$ cat src/rtl/ram_1b_port_ctrl.sv
// Controller for a 1-bit 1R1W memory macro: post-reset init sweep, round-robin
// sharing of the write port between two requesters, and a write-first registered read.
module ram_1b_port_ctrl #(
  parameter int   DEPTH    = 3,
  parameter int   ADDR_W   = 2,
  parameter logic INIT_VAL = 1'b0
) (
  input  logic              clock,
  input  logic              reset,
  input  logic              wr0_valid,
  output logic              wr0_ready,
  input  logic [ADDR_W-1:0] wr0_addr,
  input  logic              wr0_data,
  input  logic              wr1_valid,
  output logic              wr1_ready,
  input  logic [ADDR_W-1:0] wr1_addr,
  input  logic              wr1_data,
  input  logic              rd_valid,
  output logic              rd_ready,
  input  logic [ADDR_W-1:0] rd_addr,
  output logic              rsp_valid,
  output logic              rsp_data,
  output logic              init_done,
  output logic              err_oor,
  output logic              mem_W0_en,
  output logic [ADDR_W-1:0] mem_W0_addr,
  output logic              mem_W0_data,
  output logic              mem_R0_en,
  output logic [ADDR_W-1:0] mem_R0_addr,
  input  logic              mem_R0_data
);

  localparam logic [0:0]        ST_INIT  = 1'b0;
  localparam logic [0:0]        ST_RUN   = 1'b1;
  localparam logic [ADDR_W:0]   DEPTH_C  = (ADDR_W+1)'(DEPTH);
  localparam logic [ADDR_W-1:0] LAST_IDX = ADDR_W'(DEPTH-1);

  logic [0:0]        state;
  logic [ADDR_W-1:0] sweep_cnt;
  logic              rr_ptr;

  logic              run;
  logic              grant0;
  logic              grant1;
  logic              w_grant;
  logic [ADDR_W-1:0] w_addr;
  logic              w_data;
  logic              w_in_range;
  logic              w_fire;
  logic              rd_fire;
  logic              rd_in_range;
  logic              bypass;

  assign run       = (state == ST_RUN);
  assign init_done = run;

  // Lone requester always wins; on contention rr_ptr names the winner.
  assign grant0  = run & wr0_valid & (~wr1_valid | ~rr_ptr);
  assign grant1  = run & wr1_valid & (~wr0_valid |  rr_ptr);
  assign w_grant = grant0 | grant1;

  assign wr0_ready = grant0;
  assign wr1_ready = grant1;

  assign w_addr     = grant1 ? wr1_addr : wr0_addr;
  assign w_data     = grant1 ? wr1_data : wr0_data;
  assign w_in_range = ({1'b0, w_addr} < DEPTH_C);
  assign w_fire     = w_grant & w_in_range;

  assign rd_ready    = run;
  assign rd_fire     = run & rd_valid;
  assign rd_in_range = ({1'b0, rd_addr} < DEPTH_C);
  assign bypass      = w_fire & (w_addr == rd_addr);

  assign mem_R0_en   = rd_fire;
  assign mem_R0_addr = rd_fire ? rd_addr : '0;

  // NOTE: every output of a combinational block gets a default first so no latch is inferred.
  always_comb begin
    mem_W0_en   = 1'b0;
    mem_W0_addr = '0;
    mem_W0_data = 1'b0;
    if (!run) begin
      mem_W0_en   = 1'b1;
      mem_W0_addr = sweep_cnt;
      mem_W0_data = INIT_VAL;
    end else if (w_grant) begin
      // Out-of-range grants still complete the handshake but never reach the array.
      mem_W0_en   = w_in_range;
      mem_W0_addr = w_addr;
      mem_W0_data = w_data;
    end
  end

  // NOTE: the macro array has no reset; the INIT sweep is what gives it a known value.
  always_ff @(posedge clock or posedge reset) begin
    if (reset) begin
      state     <= ST_INIT;
      sweep_cnt <= '0;
      rr_ptr    <= 1'b0;
      rsp_valid <= 1'b0;
      rsp_data  <= 1'b0;
      err_oor   <= 1'b0;
    end else begin
      // NOTE: sequential state uses non-blocking assignments so every register sees pre-edge values.
      if (!run) begin
        sweep_cnt <= sweep_cnt + 1'b1;
        if (sweep_cnt == LAST_IDX) state <= ST_RUN;
      end

      if (grant0)      rr_ptr <= 1'b1;
      else if (grant1) rr_ptr <= 1'b0;

      rsp_valid <= rd_fire;
      if (rd_fire) begin
        if (!rd_in_range) rsp_data <= 1'b0;
        else if (bypass)  rsp_data <= w_data;
        else              rsp_data <= mem_R0_data;
      end

      if ((w_grant && !w_in_range) || (rd_fire && !rd_in_range)) err_oor <= 1'b1;
    end
  end

endmodule
$ cat config.mk
export PLATFORM = sky130hd
export DESIGN_NAME = ram_1b_port_ctrl
export DESIGN_NICKNAME = d
export VERILOG_FILES = /design/src/rtl/ram_1b_port_ctrl.sv
export SDC_FILE = /design/constraint.sdc
export NUM_CORES = 1
export LEC_CHECK = 0
export ABC_AREA = 1
export BUFFER_PORTS_ARGS = -buffer_cell sky130_fd_sc_hd__buf_2
export CORE_AREA = 5 5 42 44
export CTS_CLUSTER_DIAMETER = 120
export DETAILED_ROUTE_END_ITERATION = 16
export DIE_AREA = 0 0 47 49
export PLACE_DENSITY_LB_ADDON = 0.2
export RECOVER_POWER = 25
export SYNTH_ARGS = -nofsm -noshare
export SYNTH_HDL_FRONTEND = slang
export SYNTH_SLANG_ARGS = --single-unit
$ cat constraint.sdc
create_clock -name clock -period 3.3 [get_ports clock]
set_clock_uncertainty 0.1 [all_clocks]
set_input_delay 0.66 -clock clock [delete_from_list [all_inputs] [get_ports clock]]
set_output_delay 0.66 -clock clock [all_outputs]
set_load 0.02 [all_outputs]
==> results.md <==
* Initial antenna violation count at 0
* Synthesized flop and latch total at 7
* Critical path required time at between 2000 and 3000 ps
* Post-synthesis cell count at 71
* CTS clk-pin slew, worst paths at about 50 ps
* Starting Density at a little under two fifths
* Tot GR Track Use at 12.1%
* TritonCTS Buffers at 3
* Vias at 505
* # rows at 14
* PortBufs at 27
* Max Freq at 0.418 GHz
* Synthesized Nets at between 80 and 90
* HP Class: primary input to asynchronous set/reset pin
* CP max FO at 12
* Crit end category: output port
* Pin count of the biggest net entering global routing at 13
* Die width at between 40 and 50 um
* I/O pin count at 28
* Fin crit share at just over 70%
* WL final at around 1.2 mm
* RePlAce Congestion at between 0.7 and 0.8
* IR drop worst, VDD at 0.000149 V
* CTS Hold Bufs at 0
* Synth area leaders: dfrtp_1 (33%), inv_1 (9.8%), nand2_4 (8.4%)
* Worst Tran Pin Value at around 390 ps
* Via density at 4.35
* RSZ-0062 raised after global routing: no
* DR WL/cell at around 10 um
* Diodes inserted at 0
* Post-route DRC violation count at 0
* Clock Sinks at 7
* Post-synthesis sequential area ratio at 32.8%
* Status: finished, final reports clean
* First-pass GRT wire length at just over 2 mm
* Die area at approximately 0.0023 mm^2
* Core ar. at 0.00140 mm^2
* Setup TNS at 0 ps
* Filler cells at roughly 150
* Cell type with the largest total area after synthesis: dfrtp_1
* P_leak at between 0.4 and 0.5 nW
* Deepest clock path buffer count at 2
* Post-place setup slack at 972 ps
* Placed Instances at around 110
* Final hold violations at 0
* Root Buffer Master: clkbuf_4
* Ys Warns at 0
* Iter 0 DRT Violations at 2
* Largest incremental delay on the critical path at between 500 and 600 ps
* PD cells at between 300 and 400 mW/mm^2
* Mapped cell area at 534 um^2
* # setup viols final at 0
* Worst reg-to-reg path cell count at 11
* Max-cap violations at 0
* H-tree depth at 1
* CTS tree: yes
* Proportion of layout cells with a drive suffix above 1 at between 40% and 50%
* PnR worst setup slack at 908 ps
* Post-detail-place hpwl at roughly 1000 um
* Die H at ~49 um
* Share of the synthesized area in the top cell type at between 30% and 40%
* Slew Limit Fails at 0
* Commonest non-fill, non-tap cell in the layout: buf_2
* Setup Fix Bufs, Post-CTS at 0
* Layout Nets at approximately 120
* Area growth from synthesis to layout at 30.4%
* CP cell instances: nand2_4 > inv_4 > nand2_4 > nand2_2 > nand2_2 > a21oi_2 > inv_1 > nand2_1 > buf_2
* Grt ovf at 0
* Final cell count without fillers at between 100 and 150
* Final ANT Viol Nets at 0
* WP data arrival at roughly 1600 ps
* Rel. slew slack at 73.9%
* TritonRoute pass-1 iters at 2
* Minimum clock period at about 2400 ps
* Number of global-route vias before repair at a little over 500
* Crit path kind: flop to output port
* Clock Latency Late Sink at 250 ps
* Worst path slowest cell: dfrtp_1
* Most frequent cells in the layout: buf_2 (27), inv_1 (14), nand2_1 (11)
* Startpoint Class: flop
* Avg Cell Area, Syn at around 7.5 um^2
* PostCTS Resize Cnt at 0
* Synth cell types at 22
-- layout make-up --
class	count	area [um^2]	share of cell area [%]
sequential	7	175	25.1
tap	16	20.0	2.87
clock buffer	4	26.3	3.77
multi-input combinational	46	278	39.9
inverter	16	62.6	8.98
timing repair buffer	27	135	19.4
-- synthesized netlist by cell type, drive strengths merged --
library cell,number
a21oi,3
mux2i,1
o21ai,1
nand2,20
nand3,8
dfrtp,7
buf,2
or2,1
o22ai,2
o31ai,1
ha,1
nor2,6
inv,16
o21bai,1
xnor2,1
-- path summary, 6_finish.rpt --
| path | startpoint | endpoint | slack, ps |
|---|---|---|---|
| worst max-delay path | init_done$_DFF_PP0_ | mem_W0_en | 910 |
| worst min-delay path | reset | sweep_cnt[1]$_DFFE_PP0N_ | 230 |
| worst max register to register | init_done$_DFF_PP0_ | rsp_data$_DFFE_PP0P_ | 1740 |
| worst min register to register | err_oor$_DFFE_PP0P_ | err_oor$_DFFE_PP0P_ | 360 |
| max in group asynchronous | reset | err_oor$_DFFE_PP0P_ | 2660 |
| min in group clock | err_oor$_DFFE_PP0P_ | err_oor$_DFFE_PP0P_ | 360 |
-- critical path: cells and delay by family, from the launching register on --
kind            cells  cell delay (ps)
compound gates      1              170
buf+inv             3              300
flops               1              580
simple gates        5              330
-- cell families (layout without fill, tap and decap cells) --
kind of cell | after synthesis | after routing | synth area share [%]
AOI/OAI and AO/OA | 8 | 8 | 10.3
xor gates and xnor gates | 1 | 1 | 1.64
adders and majority gates | 1 | 1 | 2.34
buffers and inverters | 18 | 47 | 15.2
DFF | 7 | 7 | 32.8
muxes | 1 | 1 | 1.87
and+or+nand+nor | 35 | 35 | 35.8
-- layer usage --
metal / vias to the layer above / part of all wire [%] / global-route usage (%)
li1: 274 / - / -
met1: 204 / 41 / 14.2
met2: 23 / 46 / 18.1
met3: 4 / 10 / 2.21
met4: 0 / 3.2 / 9.68
met5: - / 0 / 0
-- power by group --
group | internal, W | switching (W)
logic | 0.0000308 | 0.0000551
registers | 0.0000899 | 0.00000233
clock network | 0.0000462 | 0.0000317
-- sequential cells by signal, indices dropped and copies added, names as in the netlist --
register   cells
rsp_valid      1
rr_ptr         1
init_done      1
err_oor        1
sweep_cnt      2
rsp_data       1
-- stage by stage --
stage / total power, W / area, um^2 / hold WS [ps] / util (%)
floorplan: 0.000153 / 534 / 337 / -
global placement: 0.000180 / 671 / 354 / 47.9
detailed placement: 0.000181 / 671 / 360 / 47.9
CTS: 0.000262 / 697 / 237 / 49.7
global route: 0.000275 / 697 / 257 / 49.7
finish: 0.000256 / 697 / 226 / 49.7
(Power assumes the default switching activity.)
